`src/rtl/xy_symbol_tx_if.sv`:
```
// Frame-load and symbol-stream bundle for xy_symbol_tx.
// The source drives load/data, and the transmitter drives the symbol outputs and flags.
interface xy_symbol_tx_if #(
    parameter int NSYM = 4
);
    logic                load;
    logic [2*NSYM-1:0]   data;
    logic                ready;
    logic                x;
    logic                y;
    logic                valid;
    logic                done;

    modport master (output load, data, input ready, x, y, valid, done);
    modport slave  (input load, data, output ready, x, y, valid, done);
endinterface

```
`src/rtl/xy_symbol_tx.sv`:
```
// Serialises a 2*NSYM-bit word onto the x/y wires, MSB pair first.
// Each symbol is held for HOLD cycles and is framed by the valid and done flags.
module xy_symbol_tx #(
    parameter int HOLD = 2,
    parameter int NSYM = 4
) (
    input  logic               clk,
    input  logic               rst,
    xy_symbol_tx_if.slave      bus,
    output logic [1:0]         dbg_state_o
);
    localparam int DW = 2 * NSYM;
    localparam int HW = (HOLD > 1) ? $clog2(HOLD) : 1;
    localparam int SW = (NSYM > 0) ? (($clog2(NSYM + 1) > 0) ? $clog2(NSYM + 1) : 1) : 1;

    typedef enum logic [1:0] {
        ST_IDLE = 2'd0,
        ST_SEND = 2'd1,
        ST_DONE = 2'd2
    } state_e;

    state_e          state_q;
    logic [DW-1:0]   shreg_q;
    logic [DW-1:0]   shifted_d;
    logic [HW-1:0]   hold_q;
    logic [SW-1:0]   sym_q;
    logic            ready_q;
    logic            valid_q;
    logic            done_q;
    logic            x_q;
    logic            y_q;

    // The head of the register is always the symbol on the wires; the next symbol is taken after shifting.
    assign shifted_d = shreg_q << 2;

    // Handshake: a frame starts on any rising edge where ready=1 and load=1.
    // valid=1 marks each cycle in which x/y carry a frame symbol.
    // load is ignored while ready=0.
    always_ff @(posedge clk) begin
        if (rst) begin
            state_q <= ST_IDLE;
            shreg_q <= '0;
            hold_q  <= '0;
            sym_q   <= '0;
            ready_q <= 1'b1;
            valid_q <= 1'b0;
            done_q  <= 1'b0;
            x_q     <= 1'b0;
            y_q     <= 1'b0;
        end else begin
            case (state_q)
                ST_IDLE, ST_DONE: begin
                    done_q <= 1'b0;
                    if (bus.load) begin
                        state_q <= ST_SEND;
                        shreg_q <= bus.data;
                        hold_q  <= '0;
                        sym_q   <= '0;
                        ready_q <= 1'b0;
                        valid_q <= 1'b1;
                        x_q     <= bus.data[DW-1];
                        y_q     <= bus.data[DW-2];
                    end else begin
                        state_q <= ST_IDLE;
                        ready_q <= 1'b1;
                        valid_q <= 1'b0;
                        x_q     <= 1'b0;
                        y_q     <= 1'b0;
                    end
                end
                ST_SEND: begin
                    if (hold_q == HW'(HOLD - 1)) begin
                        hold_q <= '0;
                        if (sym_q == SW'(NSYM - 1)) begin
                            state_q <= ST_DONE;
                            shreg_q <= '0;
                            sym_q   <= '0;
                            ready_q <= 1'b1;
                            valid_q <= 1'b0;
                            done_q  <= 1'b1;
                            x_q     <= 1'b0;
                            y_q     <= 1'b0;
                        end else begin
                            shreg_q <= shifted_d;
                            sym_q   <= sym_q + 1'b1;
                            x_q     <= shifted_d[DW-1];
                            y_q     <= shifted_d[DW-2];
                        end
                    end else begin
                        hold_q <= hold_q + 1'b1;
                    end
                end
                default: begin
                    state_q <= ST_IDLE;
                    ready_q <= 1'b1;
                    valid_q <= 1'b0;
                    done_q  <= 1'b0;
                    x_q     <= 1'b0;
                    y_q     <= 1'b0;
                end
            endcase
        end
    end

    assign bus.ready   = ready_q;
    assign bus.valid   = valid_q;
    assign bus.done    = done_q;
    assign bus.x       = x_q;
    assign bus.y       = y_q;
    assign dbg_state_o = state_q;
endmodule

```
`src/flat_wrapper.sv`:
```
// flat-port wrapper written by rule: the top's interface ports become plain ports
module xy_symbol_tx_flat 
#(
    parameter int HOLD = 2,
    parameter int NSYM = 4
)
  (clk, rst, dbg_state_o, bus_load, bus_data, bus_ready, bus_x, bus_y, bus_valid, bus_done);
  xy_symbol_tx_if #(.NSYM(NSYM)) bus_i ();
  input  logic clk;
  input  logic rst;
  output logic [1:0] dbg_state_o;
  input wire logic [$bits(bus_i.load)-1:0] bus_load;
  input wire logic [$bits(bus_i.data)-1:0] bus_data;
  output wire logic [$bits(bus_i.ready)-1:0] bus_ready;
  output wire logic [$bits(bus_i.x)-1:0] bus_x;
  output wire logic [$bits(bus_i.y)-1:0] bus_y;
  output wire logic [$bits(bus_i.valid)-1:0] bus_valid;
  output wire logic [$bits(bus_i.done)-1:0] bus_done;
  assign bus_i.load = bus_load;
  assign bus_i.data = bus_data;
  assign bus_ready = bus_i.ready;
  assign bus_x = bus_i.x;
  assign bus_y = bus_i.y;
  assign bus_valid = bus_i.valid;
  assign bus_done = bus_i.done;
  xy_symbol_tx #(.HOLD(HOLD), .NSYM(NSYM)) u_core (.clk(clk), .rst(rst), .bus(bus_i), .dbg_state_o(dbg_state_o));
endmodule
```
`config.mk`:
```
export PLATFORM = sky130hd
export DESIGN_NAME = xy_symbol_tx_flat
export DESIGN_NICKNAME = d
export VERILOG_FILES = /design/src/rtl/xy_symbol_tx_if.sv /design/src/rtl/xy_symbol_tx.sv /design/src/flat_wrapper.sv
export SDC_FILE = /design/constraint.sdc
export NUM_CORES = 1
export LEC_CHECK = 0
export BUFFER_PORTS_ARGS = -buffer_cell sky130_fd_sc_hd__clkbuf_2
export CAP_MARGIN = 20
export CELL_PAD_IN_SITES_DETAIL_PLACEMENT = 0
export CELL_PAD_IN_SITES_GLOBAL_PLACEMENT = 1
export CORE_UTILIZATION = 33
export CTS_CLUSTER_DIAMETER = 120
export CTS_CLUSTER_SIZE = 28
export DETAILED_ROUTE_END_ITERATION = 16
export GPL_ROUTABILITY_DRIVEN = 0
export PLACE_DENSITY = 0.8
export REMOVE_ABC_BUFFERS = 1
export SLEW_MARGIN = 20
export SYNTH_ARGS = -nofsm -noshare
export SYNTH_HDL_FRONTEND = slang
export SYNTH_SLANG_ARGS = --single-unit
```
`constraint.sdc`:
```
create_clock -name clk -period 1.1 [get_ports clk]
set_input_delay 0.055 -clock clk [delete_from_list [all_inputs] [get_ports clk]]
set_output_delay 0.055 -clock clk [all_outputs]
set_load 0.1 [all_outputs]
```
==> impl_results.md <==
- WL final: 1991 µm
- Compound-Gate Fraction of Synth Area: 16.98%
- Post-Synth XOR/XNOR Area: 0%
- Grt ovf: 0
- Area occupied by multi-input gates: 467.9 µm²
- Fin crit period: 1.152 ns
- Pwr/cell area: 1182 nW/µm²
- Largest delay share family, worst path: flip-flops
- Slowest CP cell: dfxtp_2
- Pint: 0.9923 mW
- Drt drc: 0
- Initial antenna violation count: 0
- CTS H-Tree Depth: 1
- Netlist cell types: 26
- Slew @ Worst Pin: 0.2262 ns
- Seq/Total Area, Yosys: 43.91%
- Startpoint types: register
- Slew headroom: 84.92%
- Num CTS Buffers: 3
- Clock-pin slew on the worst setup and hold paths: 0.09 ns
- Largest family of logic cells by synthesized area: simple AND/OR/NAND/NOR gates
- I/O pin cnt: 18
- Buffer depth of the longest clock path: 2
- Vias: 778
- Post-route clock period utilization: 104.7%
- Layout Nets: 127
- Clock Sinks: 16
- CP peak stage delay: 0.34 ns
- Status: finished, violations left
- 1st-pass router iterations: 4
- Starting DRT DRC Count: 17
- First-pass GRT wire length: 3174 µm
- Post-Syn Area: 729.5 µm²
- Met3 Wirelength: 169 µm
- Adder-cell share of the synthesized area: 1.715%
- Leakage: 0.4672 nW
- CTS tree: built
- Share of cells above drive strength 1: 53.51%
- DRT antenna net count: 0
- Switching Share: 31.06%
- Critical-path cell list: buf_4, and3b_2, nor3_2, a311oi_2
- Clock power frac: 27.1%
- Psw: 0.4470 mW
- Vias in the first global route: 718
- Area grow syn2layout: 66.90%
- Failing checks: negative setup slack
- Final setup margin: -0.05161 ns
- Worst-skew pair later-pin latency: 0.29 ns
- Multiplexer share of the synthesized area: 0%
- Wl on met1: 764 µm
- Rows: 16
- Die Span X: 49.02 µm
- Crit. End Element: register
- Avg Cell Area, Syn: 8.684 µm²
- Port buffer count: 17
- Clock skew: 0.002728 ns
- WP data arrival: 1.35 ns
- Metal2 WL: 1025 µm
- Via density: 5.518
- Final Hold Fails: 0
- Antenna Cells: 0
- Syn. warnings: 0
- Die Y: 49.02 µm
- Setup CP Type: reg -> reg
- Crit path buf inv count: 1
- Yosys reg bits: 16
- Slew Limit Fails: 0
- Post-synthesis simple-gate area fraction: 29.67%
- Register area: 329.1 µm²
- Global Route Usage Sum: 17.56%
- Hold Path Class: in -> reg
- Root Buffer Master: clkbuf_4
- RSZ-0062 raised after global routing: true
- Place WS: -0.1315 ns
- Sequential group share of total power: 44.9%
- Post-Synthesis Cells: 84
- Worst-path fanout max: 4
- Peak VDD IR: 0.0008457 V
- Core ar.: 2022 µm²
- Fmax: 868.4 MHz
- Comb power frac: 28.0%
- Critical path required time: 1.30 ns
- Final TNS setup: -0.05704 ns
- Drt wl/cell: 14.12 µm
- DIE AREA: 2402 µm²
- Starting Density: 36.08%
- Final setup viols: 3
- Highest metal used: met4
- Max Cap Viol: 0
- Pin count of the biggest net entering global routing: 10
- Layout fillers: 173
- Post-DP HPWL: 1278 µm
==> final timing paths <==
| check | depth (start not counted) | start | slack, ns | to |
|---|---|---|---|---|
| min reg2reg | 2 | u_core.shreg_q[1] | 0.48 | u_core.shreg_q[1] |
| min | 3 | bus_data[4] | 0.02 | u_core.shreg_q[4] |
| max | 4 | u_core.dbg_state_o[1] | -0.05 | u_core.shreg_q[2] |
| max reg2reg | 4 | u_core.dbg_state_o[1] | -0.05 | u_core.shreg_q[2] |
==> through the flow <==
stage	util, %	power (mW)	hold WS (ns)	area [µm²]	instances
finish	60.21	1.439	0.01625	1217	141
CTS	55.26	1.408	0.007971	1117	141
global placement	49.75	0.9921	0.2820	1006	133
floorplan	-	0.8370	0.1241	676.9	75
detailed placement	49.75	0.9977	0.2874	1006	133
global route	60.21	1.498	0.01348	1217	141
==> power groups by stage <==
| stage | Combinational (mW) | Clock [mW] | Sequential [mW] |
|---|---|---|---|
| CTS | 0.367 | 0.402 | 0.640 |
| floorplan | 0.0918 | 0 | 0.745 |
| finish | 0.403 | 0.390 | 0.646 |
| global placement | 0.341 | 0 | 0.651 |
| detailed placement | 0.346 | 0 | 0.651 |
| global route | 0.428 | 0.420 | 0.650 |
==> kinds of logic (layout without fill, tap and decap cells) <==
family	count (synthesis)	after routing
adder cells (fa/ha/maj)	1	1
AO/OA/AOI/OAI	18	18
AND/OR/NAND/NOR	39	39
buffers and inverters	10	40
flip-flops	16	16
==> state kept, by name, summed over array words and instances (netlist names) <==
name and count:
u_core.bus.ready 1, u_core.bus.y 1, u_core.dbg_state_o 2, u_core.bus.done 1, u_core.bus.x 1, u_core.hold_q 1, u_core.shreg_q 6, u_core.sym_q 3
==> final cells by class <==
type | count | share of cell area (%)
sequential | 16 | 27.03
inverter | 1 | 0.3083
tap | 27 | 2.775
timing repair buffer | 35 | 28.47
multi-input combinational | 58 | 38.44
clock buffer | 4 | 2.980
==> worst reg2reg max path, delay by kind of cell, from the launching register on <==
family | cells | cell delay, ns
buffers and inverters | 1 | 0.13
AO/OA/AOI/OAI | 1 | 0.26
AND/OR/NAND/NOR | 2 | 0.34
flip-flops | 1 | 0.34
==> synth_stat cells <==
cell type  number  area share, %
dfxtp_1        16             44
nand2_1         9            4.6
nand3_1         9            6.2
a21oi_1         6            4.1
nand2b_1        5            4.3
nor3_1          5            3.4
a311oi_1        4            4.8
buf_2           3            2.1
clkbuf_1        3            1.5
nand3b_1        3            3.1
a21o_1          2            2.1
a32oi_1         2            2.4
and2b_1         2            2.1
buf_4           2            2.1
o21ai_0         2            1.4
a211oi_1        1            1.0
a2bb2oi_1       1            1.2
and3b_1         1            1.2
buf_6           1            1.5
ha_1            1            1.7
inv_1           1           0.51
nand4_1         1           0.86
nand4b_1        1            1.2
nor2_1          1           0.51
nor3b_1         1            1.0
nor4b_1         1            1.2
==> cells in the final DEF (no fill, tap or decap), types with 4 or more instances in the layout <==
cell type	synthesis	layout
dfxtp_1	16	11
buf_12	0	7
a21oi_2	0	4
nand3_1	9	4
clkbuf_2	0	10
nand2_1	9	8
buf_4	2	11
nand3_2	0	5
dlygate4sd3_1	0	4
dfxtp_2	0	4
==> what timing repair did <==
action / 4_1_cts / 5_1_grt
hold endpoints to repair: 4 / 0
buffers inserted: 0 / 0
gates resized for setup: 11 / 25
endpoints found under the setup margin: 11 / 15
pin swaps: 1 / 8
hold buffers: 4 / 0
==> routing by layer <==
layer	track usage, %	vias up
li1	-	364
met1	18.79	377
met2	30.56	33
met3	7.165	4
met4	6.863	0
met5	0	-
No activity file was read; power rests on OpenSTA's default activity.
